### src/rtl/comp.sv
// Registered N-bit magnitude comparator.
// One-hot gt/eq/lt flags with a sticky valid qualifier.
module comp #(
  parameter int N      = 4,
  parameter int SIGNED = 0
) (
  input  logic         clk,
  input  logic         rst,
  input  logic         in_valid,
  input  logic [N-1:0] a,
  input  logic [N-1:0] b,
  output logic         agb,
  output logic         aeb,
  output logic         alb,
  output logic         out_valid
);

  logic gt;
  logic eq;
  logic lt;

  // Combinational compare; lt derived so the flags stay one-hot.
  always_comb begin
    eq = (a == b);
    if (SIGNED != 0) begin
      gt = ($signed(a) > $signed(b));
    end else begin
      gt = (a > b);
    end
    lt = !gt && !eq;
  end

  // Capture flags on valid input; hold otherwise.
  always_ff @(posedge clk or posedge rst) begin
    if (rst) begin
      agb       <= 1'b0;
      aeb       <= 1'b0;
      alb       <= 1'b0;
      out_valid <= 1'b0;
    end else if (in_valid) begin
      agb       <= gt;
      aeb       <= eq;
      alb       <= lt;
      out_valid <= 1'b1;
    end
  end

endmodule

### config.mk
export PLATFORM = sky130hd
export DESIGN_NAME = comp
export DESIGN_NICKNAME = d
export VERILOG_FILES = /design/src/rtl/comp.sv
export SDC_FILE = /design/constraint.sdc
export NUM_CORES = 1
export LEC_CHECK = 0
export ABC_CLOCK_PERIOD_IN_PS = 1000
export CAP_MARGIN = 20
export CELL_PAD_IN_SITES_DETAIL_PLACEMENT = 2
export CELL_PAD_IN_SITES_GLOBAL_PLACEMENT = 2
export CORE_MARGIN = 2
export CORE_UTILIZATION = 18
export DETAILED_ROUTE_END_ITERATION = 8
export PLACE_DENSITY = 0.78
export SKIP_CTS_REPAIR_TIMING = 1
export SLEW_MARGIN = 20
export SYNTH_ARGS = -nofsm -noshare
export SYNTH_HDL_FRONTEND = slang
export SYNTH_SLANG_ARGS = --single-unit
### constraint.sdc
create_clock -name clk -period 1 [get_ports clk]
set_clock_uncertainty 0.15 [all_clocks]
set_input_delay 0.2 -clock clk [delete_from_list [all_inputs] [get_ports clk]]
set_output_delay 0.2 -clock clk [all_outputs]
set_load 0.005 [all_outputs]
### After elaboration in Yosys (flattened, before gate mapping)

Index checks and enable logic that the tools add are counted.

* flip-flop bits (word level): 4
* memories: 0
* output and inout port bits: 4
* bits in read-only memories: 0
* bits in latches: 0
* memory bits (writable): 0

* bitwise operators: 0
* order comparisons: 1
* shifts and indexed selects: 0
* muxes and demuxes: 0
* multipliers: 0
* equal/unequal tests: 1
* reductions and logical operators: 3
* add/sub/neg operators: 0
* divide/modulo/power cells: 0

Operators by type and width (count)
* == test 4 bit: 1
* greater-than comparator 4 bit: 1
* zero test 1 bit: 2
* logical AND 1 bit: 1

### Depth between registers and ports, before layout

* word-level depth: 3
* depth in mapped cells: 5
* depth with buffers taken out: 5

### Least setup slack after synthesis

No wires, ideal clock.

* path kind: input -> register
* from: input port b[1]
* to: register alb
* library setup time: 122 ps
* path slack: -212 ps
* cell stages on the path: 5
* data arrival time: 940 ps
* buffers on the path: 0
* cells stage by stage: inv_1 -> ha_1 -> nor2b_1 -> o211ai_1 -> a32o_1

* word-level cells in the longest chain between the ends: 3
* elaborated cells between the ends (all ways): 5
* classes of those cells: 1 x order compare; 1 x eq/ne; 3 x reduce/logical

Ends and longest elaborated chain
* start: declaration: RTL line 11 `input logic [N-1:0] b,`
* greater-than comparator 4 bit or == test 4 bit (tied branches): RTL line 28, 24
* zero test 1 bit: RTL line 30 `lt = !gt && !eq;`
* logical AND 1 bit (*): RTL line 30
* end signal: assignment: RTL line 43 `alb <= lt;`
* end: declaration: RTL line 14 `output logic alb,`

Mark *: on every way between the ends. The rest lies on a longest branch, timed or not.
A chain may end at the register's enable or synchronous reset.

### Final worst setup path

Same ends and word-level chain as after synthesis.

==> out/metrics.csv <==
metric,value,unit
Final Instance Area,577,um2
Final Slew Violations,0,
Leak,0.316,nW
Syn Std Cell Area,259,um2
clk buf depth,2,
pre-CTS setup slack,-947,ps
critical-path cell list,"buf_8, inv_12, ha_4, nor2b_4, o211ai_1, a32o_1",
Fin. Hold Viols,0,
RSZ-0062 raised after global routing,true,
Layout area overhead,123,%
Die W,41.9,um
total track usage,10.8,%
fmax,0.899,GHz
Final Total Pwr,590,uW
number of global-route vias before repair,303,
fraction of layout cells with a size suffix above 1,57.1,%
gpl congestion,0.701,
DR vias,276,
synthesized instance count,26,
status,"complete, but fails checks",
R2R depth,3,
boundary pin count,15,
Synth Area per Inst,9.96,um2
Crit. path cell count,6,
clock sink count,4,
CP endpoint kind,register,
critical setup path kind,in -> reg,
Reg2Reg Capture Point,alb,
Fin Hold WS,21.1,ps
Post-Route WL,870,um
DRC Markers,0,
failing checks,setup timing,
Worst path slowest cell,a32o_1,
area of the core,1320,um2
post-synthesis sequential area ratio,38.6,%
number of diodes,0,
R2R setup slack,-70,ps
placed inst area,473,um2
Crit path largest cell delay,270,ps
HP Class,in -> async,
Slew HR,85.6,%
maxcap violations,0,
Iter 0 DRT Violations,0,
period utilisation layout,111,%
CP arrival,1080,ps
final layout net count,66,
largest fanout on the critical path,2,
first-pass GRT wire length,1340,um
Power Dens Cells,1020,nW/um2
required time at the worst-slack endpoint,960,ps
initial antenna violation count,0,
Mapped Nets,41,
ANT nets after route,0,
Crit path buffers/inverters,2,
FILL cells,143,
Initial Util,19.7,%
H-tree Lvls,1,
Critical path origin,b[1],
DIE HEIGHT,41.9,um
full die area,1760,um2
CTS Buf Count,3,
GR Overflow Total,0,
CTS Root Cell,clkbuf_4,
Peak VDD IR,0.356,mV
clk slew on worst S/H paths,40,ps
DP Wirelength,710,um
Vias/cell,4.31,
Worst R2R Start,alb,
routed length per instance,13.6,um
Crit path max-delay family,compound AO/OA/AOI/OAI gates,
clk_lat worst skew,230,ps
Initial DRT Pass Iterations,1,
TritonCTS clock tree,done,
most frequent cells in the layout,"7 x dlymetal6s2s_1, 6 x buf_4, 4 x ha_4, 4 x dfrtp_1, 4 x clkbuf_2",
pin count of the biggest net entering global routing,6,
Yosys warnings,0,
Critical Path End,alb,
Slew @ Worst Pin,215,ps
register bit total from synthesis,4,
post-synth cell types,14,
site row count,13,
Final WS setup,-113,ps
IO buf count,14,
crit path time final,1110,ps
critical path launch point type,primary input,
"most common cell after layout, fill and taps aside",dlymetal6s2s_1,
"Setup violations, final",7,
## cells in the mapped netlist, drive strengths merged
| cell | number | area share, % |
|---|---|---|
| and3b | 1 | 3.4 |
| nor2b | 1 | 2.4 |
| nand2b | 1 | 2.4 |
| inv | 6 | 8.7 |
| o21a | 1 | 2.9 |
| a22oi | 1 | 2.9 |
| nand4 | 1 | 2.4 |
| a32o | 1 | 3.9 |
| nor3b | 1 | 4.8 |
| o211ai | 1 | 2.9 |
| nand2 | 2 | 2.9 |
| or2 | 1 | 2.4 |
| dfrtp | 4 | 39 |
| ha | 4 | 19 |
## cell families after synthesis
family                   synth area share, %
AND/OR/NAND/NOR                         20.8
buffers and inverters                   8.70
AO/OA/AOI/OAI                           12.6
adder cells (fa/ha/maj)                 19.3
flip-flops                              38.6
## state kept, by name (all words and copies together), names as in the netlist
signal,flops
agb,1
aeb,1
alb,1
out_valid,1
## final cells by class
cell class	count	area (um2)	share of cell area [%]
clock buffers	3	22.5	3.90
multi-input cells	16	209	36.2
repair buffers	20	189	32.8
flip-flops and latches	4	100	17.4
inverters	6	37.5	6.51
well taps	15	18.8	3.25
## per-layer routing
layer	share of wire, %	global-route usage (%)	vias to the layer above	wire [um]
met4	0	3.87	0	0
met3	7.8	4.78	0	68
met2	59	22.5	13	517
met5	0	0	-	0
met1	33	8.38	129	284
li1	-	-	134	-
## report_power, final
part           switching, mW  internal [mW]  leakage [nW]  total, mW
Clock                 0.0615          0.134        0.0138      0.195
Combinational         0.0784          0.128         0.257      0.207
Sequential            0.0100          0.178        0.0460      0.188
## how the worst min path moves through the flow
stage / end / cells past startpoint / from / slack (ps)
2_1_floorplan: aeb / 1 / rst / -180
3_3_place_gp: out_valid / 2 / rst / 240
3_5_place_dp: out_valid / 2 / rst / 270
4_1_cts: out_valid / 2 / rst / 20
5_1_grt: alb / 2 / rst / 30
6_report: out_valid / 2 / rst / 20
## per-stage QoR
stage	setup TNS [ps]	utilization, %	instances
3_5_place_dp	-3530	35.9	57
6_report	-504	43.8	64
5_1_grt	-752	43.8	64
3_3_place_gp	-3260	35.9	57
2_1_floorplan	-284	-	26
4_1_cts	-3600	37.6	60
(Power assumes the default switching activity.)
